===== src/rtl/input_event_encoder_if.sv =====
// Signal bundle between the physical board inputs, the event encoder and the
// virtual-input decoder it drives.
interface input_event_encoder_if;
  logic [3:0]  buttons;   // active-low, idle 1
  logic [17:0] switches;  // active-high, idle 0
  logic        clear;     // resend reset-all on rising edge
  logic [4:0]  number;    // code of the current transaction
  logic        control;   // strobe
  logic        busy;      // high for the whole strobe + gap window

  // Strobe protocol: number is loaded on the same edge control rises and stays
  // stable through STROBE_LEN high cycles and GAP_LEN low cycles (busy high for
  // exactly those cycles); at least one idle cycle with busy low follows before
  // the next strobe. The decoder needs no ready: it must accept every strobe.
  modport master (
    input  buttons, switches, clear,
    output number, control, busy
  );

  modport slave (
    output buttons, switches, clear,
    input  number, control, busy
  );
endinterface


===== src/rtl/input_event_encoder.sv =====
// Turns every change on the 22 board inputs into one number/control toggle for
// the virtual-input decoder, keeping a shadow of the state the decoder holds.
module input_event_encoder #(
  parameter int unsigned STROBE_LEN = 2,
  parameter int unsigned GAP_LEN    = 2
) (
  input  logic                  clk,
  input  logic                  rst_n,
  input_event_encoder_if.master bus,
  output logic [1:0]            dbg_state_o
);

  localparam int unsigned N_IN           = 22;
  localparam logic [21:0] DEF            = 22'h00000F;
  localparam logic [4:0]  CODE_RESET_ALL = 5'd31;
  localparam logic [4:0]  LAST_CODE      = 5'd21;
  localparam logic [3:0]  STROBE_LOAD    = 4'(STROBE_LEN - 1);
  localparam logic [3:0]  GAP_LOAD       = 4'(GAP_LEN - 1);

  typedef enum logic [1:0] {
    ST_IDLE   = 2'd0,
    ST_STROBE = 2'd1,
    ST_GAP    = 2'd2
  } state_e;

  state_e      state_q, state_d;
  logic [3:0]  cnt_q, cnt_d;
  logic [4:0]  number_q, number_d;
  logic        control_q, control_d;
  logic        busy_q, busy_d;
  logic [21:0] shadow_q, shadow_d;
  logic [4:0]  rr_ptr_q, rr_ptr_d;
  logic        clr_pend_q, clr_pend_d;
  logic        clear_q;
  logic [21:0] sync1_q, sync_vec_q;

  logic [21:0] in_vec;
  logic [21:0] diff;
  logic        clr_rise;
  logic [4:0]  pick_idx;
  logic        pick_vld;

  // Bit i of in_vec is the input whose code is i: buttons[3..0] then switches[17..0].
  assign in_vec   = {{<<{bus.switches}}, {<<{bus.buttons}}};
  assign diff     = sync_vec_q ^ shadow_q;
  assign clr_rise = bus.clear & ~clear_q;

  always_ff @(posedge clk or negedge rst_n) begin
    if (!rst_n) begin
      sync1_q    <= DEF;
      sync_vec_q <= DEF;
      clear_q    <= 1'b0;
    end else begin
      sync1_q    <= in_vec;
      sync_vec_q <= sync1_q;
      clear_q    <= bus.clear;
    end
  end

  // Round-robin pick: first set diff bit at or above rr_ptr, wrapping 21 -> 0.
  always_comb begin
    logic [4:0] cand;
    pick_idx = '0;
    pick_vld = 1'b0;
    cand     = '0;
    for (int k = 0; k < N_IN; k++) begin
      if (rr_ptr_q >= 5'(N_IN - k)) begin
        cand = rr_ptr_q - 5'(N_IN - k);
      end else begin
        cand = rr_ptr_q + 5'(k);
      end
      if (!pick_vld && diff[cand]) begin
        pick_idx = cand;
        pick_vld = 1'b1;
      end
    end
  end

  always_comb begin
    state_d    = state_q;
    cnt_d      = cnt_q;
    number_d   = number_q;
    control_d  = control_q;
    busy_d     = busy_q;
    shadow_d   = shadow_q;
    rr_ptr_d   = rr_ptr_q;
    clr_pend_d = clr_pend_q | clr_rise;

    unique case (state_q)
      ST_IDLE: begin
        if (clr_pend_q) begin
          // A clear edge arriving on this very cycle still queues another reset-all.
          number_d   = CODE_RESET_ALL;
          shadow_d   = DEF;
          clr_pend_d = clr_rise;
          state_d    = ST_STROBE;
          cnt_d      = STROBE_LOAD;
          control_d  = 1'b1;
          busy_d     = 1'b1;
        end else if (pick_vld) begin
          number_d           = pick_idx;
          shadow_d[pick_idx] = ~shadow_q[pick_idx];
          rr_ptr_d           = (pick_idx == LAST_CODE) ? 5'd0 : pick_idx + 5'd1;
          state_d            = ST_STROBE;
          cnt_d              = STROBE_LOAD;
          control_d          = 1'b1;
          busy_d             = 1'b1;
        end
      end
      ST_STROBE: begin
        if (cnt_q == 4'd0) begin
          state_d   = ST_GAP;
          cnt_d     = GAP_LOAD;
          control_d = 1'b0;
        end else begin
          cnt_d = cnt_q - 4'd1;
        end
      end
      ST_GAP: begin
        if (cnt_q == 4'd0) begin
          state_d = ST_IDLE;
          busy_d  = 1'b0;
        end else begin
          cnt_d = cnt_q - 4'd1;
        end
      end
      default: begin
        state_d   = ST_IDLE;
        control_d = 1'b0;
        busy_d    = 1'b0;
      end
    endcase
  end

  always_ff @(posedge clk or negedge rst_n) begin
    if (!rst_n) begin
      state_q    <= ST_IDLE;
      cnt_q      <= '0;
      number_q   <= CODE_RESET_ALL;
      control_q  <= 1'b0;
      busy_q     <= 1'b0;
      shadow_q   <= DEF;
      rr_ptr_q   <= '0;
      clr_pend_q <= 1'b1;
    end else begin
      state_q    <= state_d;
      cnt_q      <= cnt_d;
      number_q   <= number_d;
      control_q  <= control_d;
      busy_q     <= busy_d;
      shadow_q   <= shadow_d;
      rr_ptr_q   <= rr_ptr_d;
      clr_pend_q <= clr_pend_d;
    end
  end

  assign bus.number  = number_q;
  assign bus.control = control_q;
  assign bus.busy    = busy_q;
  assign dbg_state_o = state_q;

endmodule

===== src/flat_wrapper.sv =====
// flat-port wrapper written by rule: the top's interface ports become plain ports
module input_event_encoder_flat 
#(
  parameter int unsigned STROBE_LEN = 2,
  parameter int unsigned GAP_LEN    = 2
)
  (clk, rst_n, dbg_state_o, bus_buttons, bus_switches, bus_clear, bus_number, bus_control, bus_busy);
  input_event_encoder_if bus_i ();
  input  logic clk;
  input  logic rst_n;
  output logic [1:0] dbg_state_o;
  input wire logic [$bits(bus_i.buttons)-1:0] bus_buttons;
  input wire logic [$bits(bus_i.switches)-1:0] bus_switches;
  input wire logic [$bits(bus_i.clear)-1:0] bus_clear;
  output wire logic [$bits(bus_i.number)-1:0] bus_number;
  output wire logic [$bits(bus_i.control)-1:0] bus_control;
  output wire logic [$bits(bus_i.busy)-1:0] bus_busy;
  assign bus_i.buttons = bus_buttons;
  assign bus_i.switches = bus_switches;
  assign bus_i.clear = bus_clear;
  assign bus_number = bus_i.number;
  assign bus_control = bus_i.control;
  assign bus_busy = bus_i.busy;
  input_event_encoder #(.STROBE_LEN(STROBE_LEN), .GAP_LEN(GAP_LEN)) u_core (.clk(clk), .rst_n(rst_n), .bus(bus_i), .dbg_state_o(dbg_state_o));
endmodule

===== config.mk =====
export PLATFORM = sky130hd
export DESIGN_NAME = input_event_encoder_flat
export DESIGN_NICKNAME = d
export VERILOG_FILES = /design/src/rtl/input_event_encoder_if.sv /design/src/rtl/input_event_encoder.sv /design/src/flat_wrapper.sv
export SDC_FILE = /design/constraint.sdc
export NUM_CORES = 1
export LEC_CHECK = 0
export CELL_PAD_IN_SITES_DETAIL_PLACEMENT = 0
export CELL_PAD_IN_SITES_GLOBAL_PLACEMENT = 1
export CORE_UTILIZATION = 40
export CTS_BUF_LIST = sky130_fd_sc_hd__clkbuf_8
export DETAILED_ROUTE_END_ITERATION = 10
export PLACE_DENSITY_LB_ADDON = 0.1
export SLEW_MARGIN = 20
export SYNTH_ARGS = -nofsm -noshare
export SYNTH_HDL_FRONTEND = slang
export SYNTH_SLANG_ARGS = --single-unit

===== constraint.sdc =====
create_clock -name clk -period 6.5 [get_ports clk]
set_input_delay 0.975 -clock clk [delete_from_list [all_inputs] [get_ports clk]]
set_output_delay 0.975 -clock clk [all_outputs]
set_load 0.02 [all_outputs]

-- After elaboration in Yosys (flattened, before gate mapping)
Index checks and enable logic that the tools add are counted.
- flip-flop bits (word level): 86
- output and inout port bits: 9
- word-level logic and storage cells: 307
- add/subtract/negate cells: 45
- $lt $le $gt $ge: 46
- equality and inequality tests: 7
- multiplexer cells: 137
- bitwise gates (word level): 8
- reductions and logical operators: 53
- operators by type and width (cell ; count):
    $mux 5 ; 47
    $lt 5x6->1 const B ; 23
    $bmux 1 s5 ; 23
    $mux 1 ; 51
    $mux 22 ; 2
    $add 5x4->5 const B ; 8
    $ge 5x4->1 const B ; 8
    $sub 5x4->5 const B ; 8
    $ge 5x5->1 const B ; 7
    $sub 5x5->5 const B ; 7
    $add 5x5->5 const B ; 6
    $bwmux 22 ; 1
    $logic_and 1x1->1 ; 22
    $xor 22x22->22 ; 1
    $logic_not 1->1 ; 21
    $add 5x3->5 const B ; 4
    $ge 5x3->1 const B ; 4
    $sub 5x3->5 const B ; 4
    $mux 4 ; 4
    $reduce_and 3->1 ; 5
    $pmux 4 s3 ; 1
    $add 5x1->5 const B ; 2
    $add 5x2->5 const B ; 2
    $ge 5x1->1 const B ; 2
    other kinds (22) ; 33

-- Logic depth before layout (Yosys ltp)
Gate-level depths: netlist (run 1).
- depth in word-level cells: 75
- depth in mapped cells: 28
- depth with buffers taken out: 20

-- Worst setup path before layout (run 1)
Ideal clock, no wire load.
- kind: register to register
- start: register u_core.rr_ptr_q[0]
- end: register u_core.shadow_q[3]
- data arrival time: 6279 ps
- required time: 6425 ps
- setup slack: 146 ps
- stages on the path, launching flop included: 26
- path buffers: 8
- period minus slack after synthesis: 6354 ps
- path through: dfrtp_1 buf_4 inv_4 buf_6 buf_4 buf_2 buf_1 ha_1 or2_2 o221a_1 and3_1 buf_2 mux2i_1 mux4_2 a21oi_2 buf_2 nand4_1 o32a_1 a211oi_1 o221ai_1 o22ai_2 clkbuf_1 ha_1 nand2_1 a2111o_1 o211ai_2
- longest elaborated chain between the ends: 75
- elaborated cells between the ends (all ways): 230
- classes of those cells: add/sub (43); order compare (24); mux (117); bitwise (1); reduce/logical (45)
- RTL lines (item ; line ; text):
    start, declared ; input_event_encoder.sv:32 ; logic [4:0] rr_ptr_q, rr_ptr_d;
    start signal, assigned ; input_event_encoder.sv:152 ; rr_ptr_q <= rr_ptr_d;
    $sub 5x5->5 or $ge 5x5->1 (tied branches) ; input_event_encoder.sv:68, input_event_encoder.sv:67 ;
    $mux 5 ; input_event_encoder.sv:67 ; if (rr_ptr_q >= 5'(N_IN - k)) begin
    $bmux 1 s5 ; input_event_encoder.sv:72 ; if (!pick_vld && diff[cand]) begin
    $mux 1 (implied by the code) ; input_event_encoder.sv:72 ;
    $mux 1 ; input_event_encoder.sv:72 ;
    $logic_not 1->1 ; input_event_encoder.sv:72 ;
    $logic_and 1x1->1 ; input_event_encoder.sv:72 ;
    $mux 1 ; input_event_encoder.sv:72 ;
    (+59 left out) ; n/a ;
    $mux 5 ; input_event_encoder.sv:72 ;
    $lt 5x6->1 (implied by the code) or $ge 5x1->1 (tied branches) ; input_event_encoder.sv:102 ; shadow_d[pick_idx] = ~shadow_q[pick_idx];
    $logic_and 1x1->1 (implied by the code) ; input_event_encoder.sv:102 ;
    $mux 1 (implied by the code) ; input_event_encoder.sv:102 ;
    $demux 1 s5 ; n/a ;
    $bwmux 22 ; input_event_encoder.sv:102 ;
    $mux 22 ; input_event_encoder.sv:100 ; end else if (pick_vld) begin
    $mux 22 ; input_event_encoder.sv:91 ; if (clr_pend_q) begin
    end signal, assigned ; input_event_encoder.sv:151 ; shadow_q <= shadow_d;
    end, declared ; input_event_encoder.sv:31 ; logic [21:0] shadow_q, shadow_d;
Several ways; a longest one is shown, not always the timed one. The select of a mux whose other input is x is not followed.
A chain may end at the register's enable or synchronous reset.

-- Worst setup path after layout (run 1)
- start: register u_core.rr_ptr_q[2]
- end: register u_core.rr_ptr_q[2]
- longest elaborated chain between the ends: 70
- elaborated cells between the ends (all ways): 221
- classes of those cells: add/sub (44); order compare (22); eq/ne (1); mux (111); reduce/logical (43)
- RTL lines (item ; line ; text):
    $sub 5x5->5 or $ge 5x5->1 (tied branches) ; input_event_encoder.sv:68, input_event_encoder.sv:67 ;
    $mux 5 ; input_event_encoder.sv:67 ;
    $bmux 1 s5 ; input_event_encoder.sv:72 ;
    $mux 1 (implied by the code) ; input_event_encoder.sv:72 ;
    $mux 1 ; input_event_encoder.sv:72 ;
    $logic_not 1->1 ; input_event_encoder.sv:72 ;
    $logic_and 1x1->1 ; input_event_encoder.sv:72 ;
    $mux 1 ; input_event_encoder.sv:72 ;
    (+54 left out) ; n/a ;
    $logic_not 1->1 ; input_event_encoder.sv:72 ;
    $logic_and 1x1->1 ; input_event_encoder.sv:72 ;
    $mux 1 ; input_event_encoder.sv:72 ;
    $logic_not 1->1 ; input_event_encoder.sv:72 ;
    $logic_and 1x1->1 ; input_event_encoder.sv:72 ;
    $mux 5 ; input_event_encoder.sv:72 ;
    $add 5x1->5 or $eq 5x5->1 (tied branches) ; input_event_encoder.sv:103 ; rr_ptr_d = (pick_idx == LAST_CODE) ? 5'd0 : pick_idx + 5'd1;
    $mux 5 ; input_event_encoder.sv:103 ;
Several ways; a longest one is shown, not always the timed one. The select of a mux whose other input is x is not followed.

==> run_results.csv, run 1 <==
group,metric,value,unit
clocking,cts_buffers,9,
placement,gp_congestion,1.073,
logic_synthesis,synth.yosys.warnings,0,
route,number_of_design_rule_violations_left_by_the_first_detailed_router_iteration,1355,
route,drtPass1Iterations,7,
worst_hold_path,worst_hold_path_type,"flip-flop to flip-flop",
timing,final_min_period_over_clock_period,0.9940,
clocking,clkLatencyLatePin,420,ps
floorplan,core_region_area,29870,um^2
critical_path,path_class,"flip-flop to flip-flop",
timing,report.final.setup_viol,0,
logic_synthesis,post_synth_inst_count,1460,
clocking,cts_hold_buf,0,
critical_path,data_required_time_of_the_critical_path,6770,ps
critical_path,crit_path_max_fanout,31,
logic_synthesis,post_syn_area_per_cell,8.386,um^2
timing,max_freq,154.8,MHz
placement,port-buffer-count,33,
grt,total_congestion_overflow,0,
grt,grt_pass1_wl,83170,um
floorplan,initial_core_utilization,0.4099,
layout,layout.nets,1604,
logic_synthesis,ys_seq_area_frac,0.1776,
logic_synthesis,synth-seq-cells,86,
floorplan,design.portCount,34,
clocking,cts.reportedPaths.clkPinSlew,140,ps
floorplan,die-width,177.0,um
clocking,cts_setup_buffers,0,
route,vias,13075,
logic_synthesis,synth-edff-count,0,
grt,grt_max_degree,62,
logic_synthesis,postSynth.topFlopCell,"sky130_fd_sc_hd__dfrtp_1",
route,drc,0,
timing,timing.clock.skew,44.86,ps
clocking,cts_max_level,3,
critical_path,end_kind,"flip-flop",
layout,layout.cells.non_filler,1947,
run_status,status,"finished clean",
logic_synthesis,synth_async_sr_flop_share,1.000,
placement,dp.final_hpwl,45440,um
logic_synthesis,netlist-cell-type-count,127,
timing,slew_viol_final,0,
route,vias_per_cell,6.715,
clocking,cts_num_sinks,86,
floorplan,num_rows,63,
clocking,clock_tree.buffer_depth,2,
grt,antenna_found_initial,1,
critical_path,cp.arrival,6730,ps
timing,finalCriticalPeriod,6461,ps
floorplan,chipHeight,177.0,um
timing,final_hold_viol_count,0,
grt,grt_use_total,0.3639,
critical_path,kind_of_start_point_of_the_critical_path,"flip-flop",
logic_synthesis,post_synthesis_instance_area,12240,um^2
grt,grt_pass1_vias,12282,
route,routed_wl,56780,um
layout,drive_above_1_share,0.2159,
timing,worstMarginPinSlew,1034,ps
clocking,tritoncts_clock_tree,"built",
floorplan,die_outline_area,31310,um^2
clocking,cts.root.buffer_cell,"sky130_fd_sc_hd__clkbuf_8",
clocking,post_cts.resized_instances,0,
layout,area_growth_syn_to_layout,13.44,%
route,avgRoutedWirePerCell,29.16,um
timing,relSlewSlack,0.2907,
route,drtAntennaViolNets,0,
placement,post-place-cells,1930,
logic_synthesis,synthesis.nets,1513,
run,max_cap_viol_count,0,
==> cells by family after synthesis <==
logic type	Yosys count	share of synthesized area
flops	86	0.1776
compound gates	506	0.3091
buf+inv	130	0.05109
fa+ha+maj	28	0.02861
simple gates	476	0.2145
mux	158	0.1635
xor+xnor	76	0.05559
==> layer usage <==
layer  vias to the layer above  wire (um)  global-route usage
met5                         -          0                   0
met4                         0       2694              0.1609
met3                       110       3798             0.03909
met2                       645      26700              0.6032
met1                      6446      23590              0.4758
li1                       5874          -                   -
==> final timing paths <==
kind | to | from | cells past startpoint | slack (ps)
worst max-delay path | u_core.rr_ptr_q[2] | u_core.rr_ptr_q[2] | 20 | 40
max in group asynchronous | u_core.rr_ptr_q[0] | rst_n | 2 | 4850
min in group asynchronous | u_core.cnt_q[0] | rst_n | 1 | 470
worst max register to register | u_core.rr_ptr_q[2] | u_core.rr_ptr_q[2] | 20 | 40
worst min register to register | u_core.sync_vec_q[4] | u_core.sync1_q[4] | 0 | 320
worst min-delay path | u_core.sync_vec_q[4] | u_core.sync1_q[4] | 0 | 320
==> cells in the mapped netlist (24+ instances only) <==
library cell,instances,area share
sky130_fd_sc_hd__nand2_1,100,0.031
sky130_fd_sc_hd__mux2i_1,98,0.080
sky130_fd_sc_hd__a21oi_1,91,0.037
sky130_fd_sc_hd__nor2_1,86,0.026
sky130_fd_sc_hd__dfrtp_1,68,0.14
sky130_fd_sc_hd__o21ai_0,60,0.025
sky130_fd_sc_hd__nor3_1,58,0.024
sky130_fd_sc_hd__xnor2_1,55,0.039
sky130_fd_sc_hd__nand3_1,47,0.019
sky130_fd_sc_hd__buf_2,42,0.017
sky130_fd_sc_hd__a211oi_1,36,0.022
sky130_fd_sc_hd__clkbuf_1,31,0.0095
sky130_fd_sc_hd__inv_1,31,0.0095
sky130_fd_sc_hd__mux4_2,30,0.055
sky130_fd_sc_hd__ha_1,28,0.029
sky130_fd_sc_hd__o31ai_1,27,0.017
sky130_fd_sc_hd__and3_1,26,0.013
sky130_fd_sc_hd__a21o_1,24,0.015
==> cell type report <==
class / count / area, um^2
inverters: 37 / 141.4
multi-input cells: 1244 / 9478
fillers: 2978 / 15990
flip-flops and latches: 86 / 2177
diodes: 1 / 2.502
clock buffers: 9 / 123.9
repair buffers: 173 / 1391
well taps: 390 / 488.0
clock inverters: 7 / 87.58
==> placed cells by master, fill, tap and decap left out, drive strengths merged, types with 30 or more instances in the layout <==
cell type	n
buf	141
mux4	30
mux2i	101
o21ai	78
dfrtp	68
inv	42
nor2	90
clkdlybuf4s50	32
nand3	50
a211oi	38
xnor2	56
nand2	103
nor3	64
a21oi	100
==> sequential cells by signal, indices dropped and copies added, names as in the netlist, 2 cells and up <==
signal	cells
u_core.cnt_q	4
u_core.sync1_q	22
u_core.sync_vec_q	22
u_core.rr_ptr_q	5
u_core.dbg_state_o	2
u_core.shadow_q	22
u_core.bus.number	5
==> critical path: stages, from the launching register on <==
cell	delay, ps
sky130_fd_sc_hd__dfrtp_1	370
sky130_fd_sc_hd__buf_4	410
sky130_fd_sc_hd__ha_1	360
sky130_fd_sc_hd__buf_4	230
sky130_fd_sc_hd__a221o_1	320
sky130_fd_sc_hd__mux2i_1	510
sky130_fd_sc_hd__a2111oi_0	150
sky130_fd_sc_hd__a32oi_1	560
sky130_fd_sc_hd__nand3_1	210
sky130_fd_sc_hd__nor3_2	380
sky130_fd_sc_hd__nand3_2	190
sky130_fd_sc_hd__buf_4	210
sky130_fd_sc_hd__a211oi_1	360
sky130_fd_sc_hd__o221ai_1	260
sky130_fd_sc_hd__o22ai_4	400
sky130_fd_sc_hd__inv_1	200
sky130_fd_sc_hd__ha_1	310
sky130_fd_sc_hd__inv_1	110
sky130_fd_sc_hd__o31ai_1	90
sky130_fd_sc_hd__buf_4	200
sky130_fd_sc_hd__o22ai_1	450
==> through the flow <==
step	TNS (ps)	utilization	instance area [um^2]	setup WS (ps)	hold slack, ps
5_1_grt	-6.413	0.4648	13890	-6.413	355.0
2_1_floorplan	0	-	12240	146.4	331.2
3_3_place_gp	0	0.4566	13640	56.14	331.1
4_1_cts	0	0.4637	13850	56.34	336.5
6_report	0	0.4649	13890	38.77	324.0
3_5_place_dp	0	0.4566	13640	103.9	334.7
Power of run 1 is not shown: default switching activity piles up to over one toggle a cycle in this logic, so the estimate is an artifact.
==> run 2, diff against run 1 <==
--- a/config.mk
+++ b/config.mk
@@ -10,6 +10,7 @@
 export CORE_UTILIZATION = 40
 export CTS_BUF_LIST = sky130_fd_sc_hd__clkbuf_8
 export DETAILED_ROUTE_END_ITERATION = 10
+export MAX_ROUTING_LAYER = met4
 export PLACE_DENSITY_LB_ADDON = 0.1
 export SLEW_MARGIN = 20
 export SYNTH_ARGS = -nofsm -noshare
==> run 2 against run 1 <==
Clock skew fell by 2.1 ps; first-iteration DRC count rose by 8.0%; cell area rose by 1.3%; global-route usage rose by 1.9 points; critical path depth fell by 1; via count rose by 2.2%; routed wire length rose by 2.1%; worst hold slack improved by 6.5 ps; register-to-register slack improved by 240 ps; non-clock buffer count rose by 14; largest cell class unchanged.
==> run_results.csv, run 2 (synthesis results as in run 1) <==
group,metric,value,unit
route,routed_wl,57970,um
layout,layout.nets,1618,
worst_hold_path,worst_hold_path_type,"flip-flop to flip-flop",
timing,relSlewSlack,0.3788,
clocking,cts_max_level,3,
route,drc,0,
grt,grt_pass1_vias,12401,
critical_path,cp_slowest_stage_delay,680,ps
floorplan,die_outline_area,31310,um^2
layout,reg.largest.list,"u_core.shadow_q (22), u_core.sync1_q (22), u_core.sync_vec_q (22)",
route,number_of_design_rule_violations_left_by_the_first_detailed_router_iteration,1464,
critical_path,critical_path.cell_chain,"clkinvlp_4, ha_1, buf_4, and3_1, or4_1, nor2_1, a211oi_1, a211oi_1, o32ai_2, or4_4, nor2_2, nand3_1, a211oi_1, o22ai_4, inv_1, ha_1, nand2_1, a2111o_1, o21ai_1",
timing,slew_viol_final,0,
placement,gp_congestion,1.067,
grt,grt_max_degree,64,
route,drtAntennaViolNets,0,
timing,layout_setup_ws,277.0,ps
critical_path,cp.arrival,6540,ps
placement,post-place-cells,1944,
floorplan,chipHeight,177.0,um
placement,worst_setup_slack_post_dpl,-49.27,ps
layout,mostFrequentLayoutCells,"150 x sky130_fd_sc_hd__buf_4, 100 x sky130_fd_sc_hd__nand2_1, 98 x sky130_fd_sc_hd__mux2i_1, 90 x sky130_fd_sc_hd__a21oi_1, 86 x sky130_fd_sc_hd__nor2_1",
clocking,tritoncts_clock_tree,"built",
clocking,cts_setup_buffers,0,
route,vias_per_cell,6.810,
timing,timing.clock.skew,42.73,ps
critical_path,kind_of_start_point_of_the_critical_path,"flip-flop",
critical_path,data_required_time_of_the_critical_path,6820,ps
clocking,cts_hold_buf,0,
layout,most_common_cell_after_layout_fill_and_taps_aside,"sky130_fd_sc_hd__buf_4",
clocking,cts.reportedPaths.clkPinSlew,140,ps
timing,max_freq,160.7,MHz
clocking,cts.root.buffer_cell,"sky130_fd_sc_hd__clkbuf_8",
critical_path,critical_path.reg2reg.startpoint,"u_core.rr_ptr_q[3]",
placement,dp.final_hpwl,45850,um
clocking,cts_num_sinks,86,
clocking,clock_tree.buffer_depth,2,
route,drtPass1Iterations,5,
layout,postLayoutCoreUtil,0.4710,
floorplan,core_region_area,29870,um^2
grt,met1_usage,0.4936,
timing,worstMarginPinSlew,905.9,ps
floorplan,initial_core_utilization,0.4099,
grt,grt_use_total,0.3832,
grt,grtUsageMet2,0.5955,
critical_path,end_kind,"flip-flop",
run,max_cap_viol_count,0,
timing,report.final.setup_viol,0,
clocking,cts_buffers,9,
layout,area_growth_syn_to_layout,14.92,%
route,vias,13361,
run_status,status,"finished clean",
critical_path,worstSetupStartpoint,"u_core.rr_ptr_q[3]",
timing,finalCriticalPeriod,6223,ps
worst_hold_path,min-delay-start,"u_core.sync1_q[4]",
grt,antenna_found_initial,2,
timing,final_min_period_over_clock_period,0.9574,
timing,grt_setup_unrepaired,"no",
grt,grt_busiest_layer,"met2",
floorplan,design.portCount,34,
placement,port-buffer-count,33,
critical_path,cpMostUsedCell,"sky130_fd_sc_hd__a211oi_1",
grt,total_congestion_overflow,0,
grt,grt_pass1_wl,85080,um
layout,drive_above_1_share,0.2248,
grt,gr-usage-met3,0.04639,
floorplan,num_rows,63,
layout,layout.cells.non_filler,1962,
critical_path,crit_path_max_fanout,10,
clocking,post_cts.resized_instances,1,
critical_path,path_class,"flip-flop to flip-flop",
clocking,clkLatencyLatePin,420,ps
floorplan,die-width,177.0,um
timing,final_hold_viol_count,0,
route,avgRoutedWirePerCell,29.55,um
critical_path,timing.critical_path.slowest_stage_cell,"sky130_fd_sc_hd__or4_1",
-- run 2: cell count changes in the layout (fill, tap and decap cells not counted), moves of 2 or more --
cell	change
sky130_fd_sc_hd__buf_12	+4
sky130_fd_sc_hd__buf_4	+10
sky130_fd_sc_hd__mux2i_2	-2
sky130_fd_sc_hd__nor4_2	-2
sky130_fd_sc_hd__nor4_4	+2
-- run 2: worst paths after layout --
check | endpoint | slack (ps) | depth (start not counted)
max | u_core.shadow_q[5] | 280 | 19
min | u_core.sync_vec_q[4] | 330 | 0
max reg2reg | u_core.shadow_q[5] | 280 | 19
min reg2reg | u_core.sync_vec_q[4] | 330 | 0
max in group asynchronous | u_core.rr_ptr_q[4] | 4890 | 2
min in group asynchronous | u_core.cnt_q[1] | 460 | 1
-- run 2: final cells by class --
type / count / area, um^2
flip-flops and latches: 86 / 2177
inverters: 37 / 145.1
clock inverters: 7 / 62.56
repair buffers: 187 / 1546
clock buffers: 9 / 123.9
multi-input cells: 1244 / 9523
fillers: 3007 / 15800
well taps: 390 / 488.0
diodes: 2 / 5.005
-- run 2: critical path: cells and delay by family, from the launching register on --
family,cells,cell delay [ps]
AO/OA/AOI/OAI,7,1920
adder cells (fa/ha/maj),2,720
AND/OR/NAND/NOR,7,2310
flip-flops,1,450
buffers and inverters,3,680
-- run 2: per-stage QoR --
step                setup TNS, ps  instance area [um^2]  hold WS [ps]
detailed placement         -49.27                 13800         334.7
floorplan                       0                 12240         331.2
global placement           -43.58                 13800         333.2
CTS                             0                 13990         347.2
global route                    0                 14070         353.2
finish                          0                 14070         330.5
-- run 2: layer usage --
layer	up-vias	part of all wire
met5	-	0
met4	0	0.053
met3	134	0.070
met2	713	0.46
met1	6595	0.42
li1	5919	-
Power of run 2 is left out for the same reason.
